--- src/rtl/imm_operand_pipe.sv ---
// imm_operand_pipe: decodes RISC-V immediates at push time into a 2-entry FIFO
// whose head entry drives the outputs straight from registers.
module imm_operand_pipe #(
    parameter int XLEN  = 32,
    parameter int TAG_W = 8
) (
    input  logic             clk,
    input  logic             rst_n,
    input  logic             in_valid,
    output logic             in_ready,
    input  logic [24:0]      in_instr,
    input  logic [2:0]       in_type,
    input  logic [TAG_W-1:0] in_tag,
    input  logic             flush,
    output logic             out_valid,
    input  logic             out_ready,
    output logic [XLEN-1:0]  out_imm,
    output logic [TAG_W-1:0] out_tag,
    output logic             out_err,
    output logic [7:0]       err_cnt
);
    logic [31:7]      ins;
    logic [XLEN-1:0]  dec_imm, imm0_q, imm0_d, imm1_q, imm1_d;
    logic [TAG_W-1:0] tag0_q, tag0_d, tag1_q, tag1_d;
    logic             err0_q, err0_d, err1_q, err1_d, dec_err, push, pop;
    logic [1:0]       cnt_q, cnt_d;
    logic [7:0]       err_cnt_q, err_cnt_d;

    // Index instruction bits by their architectural position [31:7].
    assign ins     = in_instr;
    assign dec_err = in_type == 3'd7;
    assign dec_imm = in_type == 3'd1 ? XLEN'($signed(ins[31:20])) :
                     in_type == 3'd2 ? XLEN'($signed({ins[31:25], ins[11:7]})) :
                     in_type == 3'd3 ? XLEN'($signed({ins[31], ins[7], ins[30:25], ins[11:8], 1'b0})) :
                     in_type == 3'd4 ? XLEN'($signed({ins[31:12], 12'b0})) :
                     in_type == 3'd5 ? XLEN'($signed({ins[31], ins[19:12], ins[20], ins[30:21], 1'b0})) :
                     in_type == 3'd6 ? XLEN'(ins[19:15]) : '0;

    assign in_ready  = ~cnt_q[1];
    assign out_valid = |cnt_q;
    assign out_imm   = imm0_q;
    assign out_tag   = tag0_q;
    assign out_err   = err0_q;
    assign err_cnt   = err_cnt_q;
    assign push      = in_valid && in_ready && !flush;
    assign pop       = out_valid && out_ready && !flush;
    assign err_cnt_d = (push && dec_err && err_cnt_q != 8'hFF) ? err_cnt_q + 8'd1 : err_cnt_q;

    // Head slot is cleared whenever it empties so idle outputs read zero.
    always_comb begin
        cnt_d  = cnt_q;
        imm0_d = imm0_q;
        tag0_d = tag0_q;
        err0_d = err0_q;
        imm1_d = imm1_q;
        tag1_d = tag1_q;
        err1_d = err1_q;
        if (flush) begin
            cnt_d  = 2'd0;
            imm0_d = '0;
            tag0_d = '0;
            err0_d = 1'b0;
        end else if (push && (cnt_q == 2'd0 || pop)) begin
            cnt_d  = 2'd1;
            imm0_d = dec_imm;
            tag0_d = in_tag;
            err0_d = dec_err;
        end else if (push) begin
            cnt_d  = 2'd2;
            imm1_d = dec_imm;
            tag1_d = in_tag;
            err1_d = dec_err;
        end else if (pop) begin
            cnt_d  = cnt_q - 2'd1;
            imm0_d = cnt_q[1] ? imm1_q : '0;
            tag0_d = cnt_q[1] ? tag1_q : '0;
            err0_d = cnt_q[1] & err1_q;
        end
    end

    always_ff @(posedge clk or negedge rst_n)
        if (!rst_n) begin
            cnt_q     <= 2'd0;
            imm0_q    <= '0;
            tag0_q    <= '0;
            err0_q    <= 1'b0;
            imm1_q    <= '0;
            tag1_q    <= '0;
            err1_q    <= 1'b0;
            err_cnt_q <= 8'd0;
        end else begin
            cnt_q     <= cnt_d;
            imm0_q    <= imm0_d;
            tag0_q    <= tag0_d;
            err0_q    <= err0_d;
            imm1_q    <= imm1_d;
            tag1_q    <= tag1_d;
            err1_q    <= err1_d;
            err_cnt_q <= err_cnt_d;
        end
endmodule

--- config.mk ---
export PLATFORM = sky130hd
export DESIGN_NAME = imm_operand_pipe
export DESIGN_NICKNAME = d
export VERILOG_FILES = /design/src/rtl/imm_operand_pipe.sv
export SDC_FILE = /design/constraint.sdc
export NUM_CORES = 1
export LEC_CHECK = 0
export ABC_AREA = 0
export CORE_AREA = 2 2 97 109
export DETAILED_ROUTE_END_ITERATION = 10
export DIE_AREA = 0 0 99 111
export GPL_TIMING_DRIVEN = 0
export PLACE_DENSITY_LB_ADDON = 0.08
export SETUP_SLACK_MARGIN = 0.3
export SYNTH_ARGS = -nofsm -noshare
export SYNTH_HDL_FRONTEND = slang
export SYNTH_SLANG_ARGS = --single-unit
--- constraint.sdc ---
create_clock -name clk -period 2.61 [get_ports clk]
set_input_delay 0.522 -clock clk [delete_from_list [all_inputs] [get_ports clk]]
set_output_delay 0.522 -clock clk [all_outputs]
set_load 0.01 [all_outputs]
==> results.py, run 1 <==
metrics = {
    "placed_design": {
        "gp_congestion": 0.797,
        "hpwlAfterDp_um": 8120,
        "place_area_um2": 5430,
        "port_buffers": 90,
        "dp_cells": 625,
    },
    "clock_network": {
        "cts_tree": "done",
        "cts_sinks": 92,
        "clk_path_buf_depth": 2,
        "clk_pin_slew_worst_paths_ns": 0.07,
        "ctsHoldBuffers": 0,
        "cts_max_level": 3,
        "cts-buffers-inserted": 9,
        "cts_root_buf": "clkbuf_16",
        "clock_latency_ns": 0.34,
    },
    "yosys": {
        "yosys_warnings": 0,
        "syn_nets": 454,
        "synth_top_area_share_pct": 52.9,
        "netlist-cell-type-count": 48,
        "synthAdderAreaFrac_pct": 0.575,
        "yosysTopAreaCell": "dfrtp_1",
        "synth.area.mux_share_pct": 8.51,
        "synth_top_family_by_area": "compound AO/OA/AOI/OAI gates",
        "synthXorXnorAreaFrac_pct": 0.805,
        "synthCells": 411,
        "synthSimpleGateAreaFrac_pct": 12.5,
        "synth-async-reset-ratio_pct": 100,
        "synth_seq_cells": 92,
        "synth_common_cells": "92 x dfrtp_1, 47 x o21ai_0, 44 x nand2_1",
        "synth-compound-area-share_pct": 19.9,
        "synth-edff-count": 0,
        "yosys-top-cells-area": "dfrtp_1 53%, mux2_2 8.0%, o21ai_0 5.4%",
        "yosysMostFrequentCell": "dfrtp_1",
        "synth_area_per_cell_um2": 10.6,
        "ys_seq_area_share_pct": 52.9,
        "syn_area_um2": 4350,
        "ys.flop_type": "dfrtp_1",
    },
    "pwr": {
        "p_sw_mw": 1.19,
        "internal-power_mw": 3.06,
        "total_power_mw": 4.25,
        "p_leak_nw": 2.47,
        "pwr-share-comb_pct": 23.5,
        "ir_drop_mv": 0.381,
        "switching_share_pct": 27.9,
        "p_clk_share_pct": 31.2,
        "powerDensity_nw_per_um2": 738,
        "p_seq_share_pct": 45.4,
    },
    "drt": {
        "route.detailed.drc": 0,
        "wirelength_um": 11400,
        "vias": 3591,
        "via_per_inst": 5.60,
        "avgRoutedWirePerCell_um": 17.8,
        "drtIter0Drc": 167,
        "ant_nets": 0,
        "firstDrtPassIters": 4,
    },
    "cells_and_area": {
        "final-seq-area_um2": 2300,
        "diodes": 0,
        "num-fill-cells": 882,
        "final_cells": 641,
        "syn_to_final_growth_pct": 32.3,
        "final_area_um2": 5760,
        "num-nets-final": 557,
        "multi_input_area_um2": 1850,
        "drive_gt1_share_pct": 14.7,
    },
    "floorplan": {
        "dieArea_um2": 11000,
        "core_um2": 10000,
        "io_pins": 92,
        "initial_core_util_pct": 43.5,
        "fp.dieW_um": 99,
        "num_rows": 39,
        "die_y_um": 111,
    },
    "setup_path": {
        "cp-start-kind": "register",
        "worst_setup_path_end_kind": "primary output",
        "path_max_fanout": 8,
        "required_ns": 2.09,
        "cp.arrival_ns": 1.62,
        "path_class": "reg2out",
    },
    "global_route": {
        "grt_pass1_wl_um": 19000,
        "antenna_found_initial": 0,
        "grt-ovfl-total": 0,
        "grt_max_degree": 66,
        "grt_pass1_vias": 3667,
        "track_usage_pct": 22.1,
    },
    "sta": {
        "period_share_pct": 82.0,
        "setup_violations": 0,
        "post-route-min-period_ns": 2.14,
        "rsz0062_at_grt": "no",
        "fin_setup_tns_ns": 0,
        "hold_viol_final": 0,
        "tightestPinTransition_ns": 0.897,
        "finalMaxSlewViolations": 0,
        "slew_headroom_pct": 40.0,
        "fmax_mhz": 467,
        "clock_skew_ns": 0.00693,
    },
    "run": {
        "drv_cap": 0,
    },
    "worst_hold_path": {
        "holdCritPathClass": "in2async",
    },
    "outcome": {
        "outcome": "completed",
    },
}
## area by class of cell
cell class,count,area share [%]
clock buffers,12,4.45
flip-flops and latches,92,40.0
repair buffers,92,16.2
inverters,18,1.24
well taps,123,2.67
clock inverters,3,0.804
multi-input cells,270,32.1
plain buffers,31,2.54
## flip-flops by register name, indices dropped and copies added, names as in the netlist
name / count
out_err: 1
err1_q: 1
imm1_q: 32
err_cnt: 8
tag1_q: 8
cnt_q: 2
out_tag: 8
out_imm: 32
## routing by layer
metal / GRT usage, % / vias to the layer above / routed length [µm]
li1: - / 1713 / -
met1: 29.4 / 1753 / 4970
met2: 35.2 / 105 / 5540
met3: 3.28 / 20 / 548
met4: 10.5 / 0 / 371
met5: 0 / - / 0
## cells by family (layout without fill, tap and decap cells)
family,Yosys count,in the layout
DFF,92,92
xor gates and xnor gates,4,4
and+or+nand+nor,108,108
muxes,33,33
AOI/OAI and AO/OA,123,123
buffers and inverters,49,156
adders and majority gates,2,2
## critical path: stages (launching register included)
cell             delay [ns]
dfrtp_1                0.36
buf_4                  0.17
clkinvlp_4             0.09
buf_4                  0.13
clkdlybuf4s50_1        0.53
## repair_timing
item | in CTS | in global routing
pin swaps | 0 | 0
gates cloned | 0 | 0
endpoints found under the setup margin | 11 | 4
gates resized for setup | 4 | 2
setup buffers | 1 | 0
endpoints found under the hold margin | 0 | 0
## power by group through the flow
stage | clock network (mW) | registers (mW) | logic (mW)
2_1_floorplan | 0 | 1.95 | 0.548
3_3_place_gp | 0 | 1.94 | 0.970
3_5_place_dp | 0 | 1.95 | 0.997
4_1_cts | 1.35 | 1.93 | 1.01
5_1_grt | 1.42 | 1.97 | 1.11
6_report | 1.33 | 1.93 | 0.997
## worst paths after layout
kind                       slack [ns]       from  cells past startpoint          end
setup / recovery                 0.47   cnt_q[1]                      4     in_ready
hold / removal                    0.1      rst_n                      1  out_imm[26]
setup reg to reg                 0.55   cnt_q[1]                      8  out_imm[19]
hold reg to reg                  0.48  imm1_q[3]                      2    imm1_q[3]
max in group asynchronous        1.86      rst_n                      2   imm1_q[15]
min in group clk                 0.48  imm1_q[3]                      2    imm1_q[3]
## through the flow
step                      util, %  hold slack (ns)  setup WS [ns]
after global placement       54.1            0.464          -2.51
after floorplan                 -            0.226          0.669
after global routing         57.6            0.120          0.348
after detailed placement     54.3            0.472          0.122
after CTS                    57.6            0.105          0.449
final                        57.6           0.0979          0.470
## cell usage in the layout (no fill, tap or decap), types with 3 or more instances in the layout
master	n
a221oi_1	13
a22o_1	5
a22oi_1	30
and3_1	3
buf_2	12
buf_4	5
clkbuf_1	13
clkbuf_16	9
clkbuf_2	3
clkdlybuf4s50_1	88
dfrtp_1	92
inv_1	17
mux2_2	31
nand2_1	44
nand3_1	4
nor2_1	20
nor2b_1	4
nor3_1	12
o21ai_0	47
o2bb2ai_1	8
o311ai_0	11
xnor2_1	3
Power figures use the tool's default switching activity.
==> run 2: changes to the inputs <==
clock period = 2.12 ns   (was 2.61 ns; I/O delays follow)
==> run 2 against run 1 <==
Effect of this change:
- register-to-register slack got worse by 0.24 ns
- core utilization up 3.7 points
- global-route usage is 0.45 points lower
- critical path depth grew 4
- die area unchanged
- worst hold slack worse by 0.061 ns
- clock power grew 23%
- power up 27%
- combinational power grew 40%
- worst setup slack worse by 0.16 ns
- critical path type is now reg2reg
- critical endpoint is now out_imm[0]
- largest cell class unchanged
==> results.py, run 2 (synthesized netlist as in run 1, its figures left out) <==
metrics = {
    "cells_and_area": {
        "drive_gt1_share_pct": 22.1,
        "multi_input_area_um2": 2020,
        "syn_to_final_growth_pct": 40.8,
        "diodes": 0,
        "final_cells": 653,
        "layout_common_cells": "90 x dfrtp_1, 82 x clkdlybuf4s50_1, 43 x nand2_1, 33 x o21ai_0, 31 x mux2_2",
        "num-nets-final": 568,
        "final-seq-area_um2": 2300,
        "num-fill-cells": 837,
        "final_common_cell": "dfrtp_1",
    },
    "setup_path": {
        "cp.arrival_ns": 2.03,
        "slowest_stage": "dfrtp_1",
        "worst_setup_path_end_kind": "register",
        "r2r-start": "cnt_q[1]",
        "critPathMaxStageDelay_ns": 0.35,
        "path_class": "reg2reg",
        "path_max_fanout": 10,
        "path_cells": "buf_6, inv_4, ha_4, nor2_4, and2b_2, buf_8, a221oi_4, nor3_1",
        "r2r_slack_ns": 0.31,
        "timing.rr.end": "out_imm[0]",
        "required_ns": 2.34,
        "rr_worst_depth": 8,
        "cp-start-kind": "register",
    },
    "sta": {
        "clock_skew_ns": 0.00671,
        "fin_setup_tns_ns": 0,
        "finalMaxSlewViolations": 0,
        "tightestPinTransition_ns": 0.714,
        "fmax_mhz": 553,
        "rsz0062_at_grt": "yes",
        "setup_violations": 0,
        "period_share_pct": 85.4,
        "hold_viol_final": 0,
        "slew_headroom_pct": 52.4,
        "finalHoldWorstSlack_ns": 0.0370,
        "post-route-min-period_ns": 1.81,
    },
    "drt": {
        "firstDrtPassIters": 4,
        "via_per_inst": 5.60,
        "drtIter0Drc": 195,
        "avgRoutedWirePerCell_um": 18.0,
        "ant_nets": 0,
        "route.detailed.drc": 0,
        "wirelength_um": 11800,
        "vias": 3658,
    },
    "clock_network": {
        "cts-buffers-inserted": 9,
        "cts_sinks": 92,
        "cts_root_buf": "clkbuf_16",
        "clk_path_buf_depth": 2,
        "cts_tree": "done",
        "clk_pin_slew_worst_paths_ns": 0.07,
        "cts_max_level": 3,
        "clock_latency_ns": 0.34,
    },
    "worst_hold_path": {
        "holdCritPathClass": "in2async",
    },
    "global_route": {
        "grt_max_degree": 60,
        "track_usage_pct": 21.6,
        "grt_pass1_wl_um": 18500,
        "antenna_found_initial": 0,
        "grt-ovfl-total": 0,
        "grt_pass1_vias": 3646,
    },
    "run": {
        "drv_cap": 0,
    },
    "floorplan": {
        "core_um2": 10000,
        "num_rows": 39,
        "fp.dieW_um": 99,
        "io_pins": 92,
        "die_y_um": 111,
        "dieArea_um2": 11000,
        "initial_core_util_pct": 43.5,
    },
    "placed_design": {
        "port_buffers": 90,
        "dp_cells": 625,
        "hpwlAfterDp_um": 8190,
        "gp_congestion": 0.838,
    },
    "outcome": {
        "outcome": "completed",
    },
    "pwr": {
        "powerDensity_nw_per_um2": 884,
        "ir_drop_mv": 0.445,
        "p_leak_nw": 2.66,
    },
}
-- run 2: cell types whose count changed in the layout (fill, tap and decap cells not counted), moves of 9 or more --
| cell | delta |
|---|---|
| a221oi_1 | -11 |
| a221oi_2 | +10 |
| buf_4 | +11 |
| o21ai_1 | +12 |
| o21ai_0 | -14 |
| buf_6 | +9 |
| buf_2 | -10 |
-- run 2: critical path, delay by kind of cell, from the launching register on --
kind / cells / cell delay [ns]
compound gates: 1 / 0.27
simple gates: 3 / 0.55
fa+ha+maj: 1 / 0.20
flops: 1 / 0.35
buf+inv: 3 / 0.32
-- run 2: worst max-delay path by stage --
stage	start	slack, ns	cells after the start	to
after floorplan	cnt_q[1]	0.36	8	out_imm[12]
final	cnt_q[1]	0.31	8	out_imm[0]
after detailed placement	flush	-0.29	7	out_imm[8]
after global routing	cnt_q[1]	0.23	8	out_imm[29]
after global placement	rst_n	-2.88	1	err_cnt[5]
after CTS	cnt_q[1]	0.22	5	out_valid
-- run 2: through the flow --
step	area, µm²	util, %	power [mW]	worst slack [ns]
floorplan	4370	-	3.09	0.361
global placement	5420	54.2	3.59	-2.88
detailed placement	5450	54.5	3.64	-0.293
CTS	5910	59.1	5.36	0.224
global route	6130	61.3	5.71	0.233
finish	6130	61.3	5.42	0.310
-- run 2: what timing repair did --
item | in CTS | in global routing
gates resized for setup | 41 | 64
cloned | 0 | 1
hold buffers | 0 | 0
pin swaps | 3 | 12
endpoints found under the setup margin | 84 | 72
setup buffers | 8 | 3
-- run 2: layout make-up --
cell class / count / share of cell area, %
sequential: 92 / 37.6
multi-input combinational: 270 / 33.0
timing repair buffer: 103 / 17.0
buffer: 31 / 3.84
clock buffer: 10 / 3.74
tap: 123 / 2.51
clock inverter: 6 / 1.20
inverter: 18 / 1.14
-- run 2: routing by layer --
layer  track usage [%]  part of all wire, %
met5                 0                    0
met4              9.50                  3.2
met3              3.72                  5.2
met2              33.3                   48
met1              29.9                   44
-- run 2: power breakdown --
group	switching, mW	total [mW]	internal, mW	leakage, nW
registers	0.236	2.40	2.16	1.21
clock network	0.701	1.63	0.927	0.141
logic	0.659	1.40	0.737	1.31
total	1.60	5.42	3.82	2.66
